$ cat config.mk
export PLATFORM = sky130hd
export DESIGN_NAME = vga_scanout
export DESIGN_NICKNAME = d
export VERILOG_FILES = /design/src/rtl/vga_scanout.sv
export SDC_FILE = /design/constraint.sdc
export NUM_CORES = 1
export LEC_CHECK = 0
export ABC_AREA = 1
export BUFFER_PORTS_ARGS = -buffer_cell sky130_fd_sc_hd__buf_2
export CAP_MARGIN = 20
export CORE_UTILIZATION = 53
export CTS_CLUSTER_DIAMETER = 200
export DETAILED_ROUTE_END_ITERATION = 16
export PLACE_DENSITY = 0.74
export SLEW_MARGIN = 5
export SYNTH_ARGS = -nofsm -noshare
export SYNTH_HDL_FRONTEND = slang
export SYNTH_SLANG_ARGS = --single-unit
$ cat constraint.sdc
create_clock -name clk -period 1.75 [get_ports clk]
set_input_delay 0.2625 -clock clk [delete_from_list [all_inputs] [get_ports clk]]
set_output_delay 0.2625 -clock clk [all_outputs]
set_load 0.01 [all_outputs]
$ cat src/rtl/vga_scanout.sv
// rtl/vga_scanout.sv - 640x480 VGA timing generator and packed 3-bit RGB framebuffer scanout
// Counters (S0) -> VRAM address (S1) -> VRAM data (S2) -> pins (S3); every pin lags the counters by 3 clks.
module vga_scanout #(
   parameter int          H_ACTIVE       = 640,
   parameter int          H_FP           = 16,
   parameter int          H_SYNC         = 96,
   parameter int          H_BP           = 48,
   parameter int          V_ACTIVE       = 480,
   parameter int          V_FP           = 10,
   parameter int          V_SYNC         = 2,
   parameter int          V_BP           = 33,
   parameter logic [15:0] BASE_ADDR      = 16'h0000,
   parameter int          BYTES_PER_LINE = 160
) (
   input  logic        clk,
   input  logic        reset,
   output logic [15:0] vram_addr,
   input  logic [7:0]  vram_data,
   output logic        r,
   output logic        g,
   output logic        b,
   output logic        hsync,
   output logic        vsync,
   output logic        vblank
);

   localparam int H_TOTAL = H_ACTIVE + H_FP + H_SYNC + H_BP;
   localparam int V_TOTAL = V_ACTIVE + V_FP + V_SYNC + V_BP;

   localparam logic [9:0]  H_ACT      = 10'(H_ACTIVE);
   localparam logic [9:0]  H_LAST     = 10'(H_TOTAL - 1);
   localparam logic [9:0]  HS_START   = 10'(H_ACTIVE + H_FP);
   localparam logic [9:0]  HS_END     = 10'(H_ACTIVE + H_FP + H_SYNC);
   localparam logic [9:0]  V_ACT      = 10'(V_ACTIVE);
   localparam logic [9:0]  V_LAST     = 10'(V_TOTAL - 1);
   localparam logic [9:0]  VS_START   = 10'(V_ACTIVE + V_FP);
   localparam logic [9:0]  VS_END     = 10'(V_ACTIVE + V_FP + V_SYNC);
   localparam logic [15:0] LINE_STEP  = 16'(BYTES_PER_LINE);

   // S0: raster counters and the VRAM address of the current logical row
   logic [9:0]  h_count;
   logic [9:0]  v_count;
   logic [15:0] row_base;

   logic h_wrap;
   logic v_wrap;
   logic active0;
   logic hs0;
   logic vs0;

   assign h_wrap  = (h_count == H_LAST);
   assign v_wrap  = (v_count == V_LAST);
   assign active0 = (h_count < H_ACT) && (v_count < V_ACT);
   assign hs0     = !((h_count >= HS_START) && (h_count < HS_END));
   assign vs0     = !((v_count >= VS_START) && (v_count < VS_END));

   // Odd visible lines advance the row so each logical row is shown on two lines
   always_ff @(posedge clk or posedge reset) begin
      if (reset) begin
         h_count  <= '0;
         v_count  <= '0;
         row_base <= BASE_ADDR;
      end else if (h_wrap) begin
         h_count <= '0;
         v_count <= v_wrap ? 10'd0 : v_count + 10'd1;
         if (v_wrap)
            row_base <= BASE_ADDR;
         else if ((v_count < V_ACT) && v_count[0])
            row_base <= row_base + LINE_STEP;
      end else begin
         h_count <= h_count + 10'd1;
      end
   end

   // S1: address issue plus the decodes that must travel alongside the fetch
   logic sel1;
   logic act1;
   logic hs1;
   logic vs1;

   always_ff @(posedge clk or posedge reset) begin
      if (reset) begin
         vram_addr <= BASE_ADDR;
         sel1      <= 1'b0;
         act1      <= 1'b0;
         hs1       <= 1'b1;
         vs1       <= 1'b1;
         vblank    <= 1'b0;
      end else begin
         vram_addr <= active0 ? row_base + {8'h00, h_count[9:2]} : row_base;
         sel1      <= h_count[1];
         act1      <= active0;
         hs1       <= hs0;
         vs1       <= vs0;
         vblank    <= (v_count >= V_ACT);
      end
   end

   // S2: vram_data for the S1 address is valid during this stage
   logic sel2;
   logic act2;
   logic hs2;
   logic vs2;

   always_ff @(posedge clk or posedge reset) begin
      if (reset) begin
         sel2 <= 1'b0;
         act2 <= 1'b0;
         hs2  <= 1'b1;
         vs2  <= 1'b1;
      end else begin
         sel2 <= sel1;
         act2 <= act1;
         hs2  <= hs1;
         vs2  <= vs1;
      end
   end

   // S3: low nibble is the even logical pixel, high nibble the odd one
   logic [2:0] pix;
   logic       unused_data_bits;

   assign pix              = sel2 ? vram_data[6:4] : vram_data[2:0];
   assign unused_data_bits = vram_data[7] ^ vram_data[3];

   always_ff @(posedge clk or posedge reset) begin
      if (reset) begin
         r     <= 1'b0;
         g     <= 1'b0;
         b     <= 1'b0;
         hsync <= 1'b1;
         vsync <= 1'b1;
      end else begin
         {r, g, b} <= act2 ? pix : 3'b000;
         hsync     <= hs2;
         vsync     <= vs2;
      end
   end

endmodule

==> Word-level counts from Yosys, hierarchy flattened <==
Cells that the tools add are included.
{ "word_totals": {"regBits": 66, "inputBits": 10, "word_cells": 46} }
{ "op_classes": {"addsub": 4, "order_cmp": 7, "n_eq_ne": 2, "n_mux": 7, "n_reduce_logical": 8} }
{ "ops": {"columns": ["operator", "count"], "rows": [
  ["$mux W16", 3],
  ["$add A10 B1 Y10 const B", 2],
  ["$eq A10 B10 Y1 const B", 2],
  ["$ge A10 B9 Y1 const B", 2],
  ["$lt A10 B10 Y1 const B", 2],
  ["$lt A10 B9 Y1 const B", 2],
  ["$mux W10", 2],
  ["$add A16 B8 Y16", 1],
  ["$add A16 B8 Y16 const B", 1],
  ["$ge A10 B10 Y1 const B", 1],
  ["$mux W3", 2],
  ["$logic_and A1 B1 Y1", 4],
  ["$logic_not A1 Y1", 2],
  ["$reduce_and A2 Y1", 1],
  ["$reduce_bool A2 Y1", 1]
]} }

==> Depth between registers and ports, before layout <==
{ "depth": {"word_depth": 4, "ltp_mapped": 12} }

==> Worst setup path before layout <==
Ideal clock, no wire load.
{ "synth_path": {"path_type": "register to register", "startpoint": "register v_count[0]", "endpoint": "register row_base[7]", "setup_time_ns": 0.118, "arrival_time_ns": 1.449, "t_required_ns": 1.632, "path_slack_ns": 0.183, "stages_incl_launch_ff": 13, "path_buffers": 1, "period_less_slack_ns": 1.567, "path_cell_list": "dfrtp_1 -> inv_1 -> ha_1 -> inv_1 -> nor2_1 -> nand2_1 -> nor2_1 -> nand2_2 -> nand2_1 -> nand2_2 -> buf_6 -> nand2_1 -> nand2_1"} }
{ "synth_via": {"elab_chain_cells": 4, "word_cells_on_any_way": 6} }
{ "synth_rtl": {"columns": ["item", "line_no", "text"], "rows": [
  ["start: declaration", "42", "logic [9:0] v_count;"],
  ["start signal: assignment", "65", "v_count <= v_wrap ? 10'd0 : v_count + 10'd1;"],
  ["$lt A10 B9 Y1", "68", "else if ((v_count < V_ACT) && v_count[0])"],
  ["$logic_and A1 B1 Y1", "68", null],
  ["$reduce_bool A2 Y1 (no source line)", null, null],
  ["$reduce_and A2 Y1 (no source line)", null, null],
  ["end signal: assignment", "69", "row_base <= row_base + LINE_STEP;"],
  ["end: declaration", "43", "logic [15:0] row_base;"]
]} }
Parallel ways exist; a longest one is shown, timed or not.
A chain may end at the register's enable or synchronous reset.

==> Final worst setup path <==
{ "layout_path": {"startpoint": "register h_count[8]", "endpoint": "register vram_addr[12]"} }
{ "layout_via": {"elab_chain_cells": 3, "word_cells_on_any_way": 4} }
{ "layout_rtl": {"columns": ["item", "line_no", "text"], "rows": [
  ["start: declaration", "41", "logic [9:0] h_count;"],
  ["start signal: assignment", "71", "h_count <= h_count + 10'd1;"],
  ["parallel branches: the longest is 2 deep, another holds $add A16 B8 Y16", null, null],
  ["$mux W16 *", "90", "vram_addr <= active0 ? row_base + {8'h00, h_count[9:2]} : row_base;"],
  ["end signal: assignment", "90", null],
  ["end: declaration", "17", "output logic [15:0] vram_addr,"]
]} }
Every way passes the cells marked *.

==> results_dict.tcl <==
set metrics [dict create \
    status "finished clean" \
    ys_types 28 \
    htree_levels 3 \
    die_w_um 79.56 \
    globalplace.congestion 0.8924 \
    period_minus_slack_ns 1.611 \
    syn2layout_area_growth_pct 15.11 \
    place_area_mm2 0.003462 \
    final_hold_viol_count 0 \
    grt_first_pass_wirelength_mm 11.67 \
    synth_fa_ha_area_frac 0.03532 \
    synth_warnings 0 \
    grt_overflow_total 0 \
    cellPowerDensity_mw_per_mm2 710.3 \
    timing.final.crit_share 0.9206 \
    seq_area_mm2 0.001535 \
    antenna_left 0 \
    wirelength_mm 6.714 \
    netlist_instances 406 \
    slew_violations 0 \
    clk_latency_ns 0.35 \
    ys_seq_elements 61 \
    yosysSeqAreaShare 0.4812 \
    cp_data_arrival_time_ns 1.84 \
    path_clk_slew_ns 0.08 \
    fin_nets 467 \
    final_common_cell "nand2_1" \
    post_cts_buffers 0 \
    wl_per_cell_um 12.79 \
    clock.fmax_mhz 620.7 \
    r2r_slack_ns 0.14 \
    wl_met1_mm 2.937 \
    dp_hpwl_mm 4.890 \
    dr.max_layer_used "met4" \
    io_pins 32 \
    grt_pass1_vias 2632 \
    utilization 0.6505 \
    drtIter0Drc 210 \
    post_synth_xor_area_fraction 0.04396 \
    syn_area_per_cell_um2 7.852 \
    cts_tree "yes" \
    synth-simple-area-share 0.3316 \
    p_leak_uw 0.001921 \
    synth_compound_area_frac 0.03532 \
    crit_start "h_count[8]$_DFF_PP0_" \
    core-area_mm2 0.005642 \
    start_util 0.5651 \
    firstDrtPassIters 5 \
    antenna_cells 0 \
    crit_required_ns 1.98 \
    synthesis.area_mm2 0.003188 \
    grt_max_degree 23 \
    viasPerCell 5.171 \
    multiInputGateArea_mm2 0.001438 \
    tightestPinTransition_ns 0.4885 \
    cap_violations 0 \
    r2r-start "h_count[8]$_DFF_PP0_" \
    clock_sinks 61 \
    synth.mux.area_fraction 0 \
    grt.total_usage 0.2472 \
    cp-end-kind "flip-flop" \
    drc_errors 0 \
    r2r_cells 10 \
    power_uw 2607 \
    start_kind "flip-flop" \
    path_max_fanout 5 \
    setup_viol 0 \
    crit_type "flip-flop to flip-flop" \
    cp-endpoint "vram_addr[12]$_DFF_PP0_" \
    synth_top_family_by_area "simple AND/OR/NAND/NOR gates" \
    design.die.area_mm2 0.006329 \
    root_buffer "clkbuf_8" \
    drive_gt1_frac 0.1788 \
    relSlewSlack 0.6736 \
    antenna_found_initial 0 \
    cts_made_buffers 9 \
    die-height_um 79.56 \
    fin_area_mm2 0.003670 \
    numPortBuffers 29 \
    vias 2715 \
    final_cell_mix "nand2_1 (140), dfrtp_1 (54), nor2_1 (42), inv_1 (41), nand3_1 (30)" \
    nFillCells 462 \
    ir_drop_uv 394.1 \
    rr_endpoint "vram_addr[12]$_DFF_PP0_" \
    finalClockSkew_ns 0.01248 \
    dr_wl_met2_mm 3.264 \
    hold_class "primary input to flip-flop" \
    cts_buffer_depth 2 \
    timing.hold.ws_ns 0.1479 \
    syn_nets 425 \
    num_rows 27 \
    wl_met3_um 352 \
]
layout make-up:
type	instances	area share
clock buffer	9	0.03375
clock inverter	7	0.01568
inverter	49	0.05251
multi-input combinational	290	0.3917
sequential	61	0.4183
tap	72	0.02455
timing repair buffer	37	0.06342
cells by family after synthesis:
logic type,count (synthesis)
simple gates,244
flops,61
buf+inv,55
xor+xnor,16
fa+ha+maj,9
compound gates,21
layer usage:
layer  vias to the layer above  global-route usage
met4                         0              0.1382
met3                        14             0.04571
met5                         -                   0
met2                        87              0.4111
met1                      1257              0.3001
li1                       1357                   -
power breakdown:
| group | total, uW | switching (uW) | internal (uW) |
|---|---|---|---|
| combinational | 55.6 | 35.2 | 20.3 |
| sequential | 1410 | 0.745 | 1410 |
| clock | 1140 | 609 | 528 |
per-stage QoR:
| step | setup slack, ns | TNS (ns) | std cells |
|---|---|---|---|
| floorplan | 0.1831 | 0 | 406 |
| global placement | 0.1556 | 0 | 508 |
| detailed placement | 0.1136 | 0 | 508 |
| CTS | 0.09331 | 0 | 525 |
| global route | -0.01033 | -0.02731 | 525 |
| finish | 0.1390 | 0 | 525 |
critical path: stages, from the launching register on:
cell and delay [ns]:
dfrtp_1 0.43, ha_1 0.35, nand2_1 0.07, nand2_1 0.17, nand2_1 0.07, nand2_1 0.12
nand2_1 0.07, nand2_1 0.06, nand2_1 0.05, nand2_1 0.05, nand2_1 0.07
Yosys cell counts (all sizes together):
cell type,count,area share
a21oi,2,0.0031
buf,6,0.013
clkinv,1,0.0027
dfrtp,55,0.43
dfstp,6,0.049
ha,9,0.035
inv,48,0.057
nand2,144,0.17
nand3,32,0.056
nand3b,2,0.0047
nand4,13,0.027
nor2,47,0.060
nor3,6,0.011
o21ai,16,0.025
o21bai,1,0.0024
o31ai,2,0.0047
xnor2,4,0.011
xor2,12,0.033
sequential cells by signal, summed over array words and instances, names as in the netlist, 10 cells and up:
register	count
row_base	11
v_count	10
h_count	10
vram_addr	16
worst min-delay path by stage:
stage | startpoint | endpoint | slack [ns] | cells past startpoint
5_1_grt | vram_data[6] | r$_DFF_PP0_ | 0.16 | 3
2_1_floorplan | act1$_DFF_PP0_ | act2$_DFF_PP0_ | 0.33 | 0
3_3_place_gp | reset | vblank$_DFF_PP0_ | 0.32 | 2
6_report | vram_data[6] | r$_DFF_PP0_ | 0.15 | 3
4_1_cts | vram_data[6] | r$_DFF_PP0_ | 0.14 | 3
3_5_place_dp | reset | vblank$_DFF_PP0_ | 0.33 | 2
repair_timing:
item                       in CTS  in global routing
setup endpoints to repair       0                 12
gates resized for setup         0                  6
hold buffers                    1                  0
hold endpoints to repair       15                  0
(Power assumes the default switching activity.)
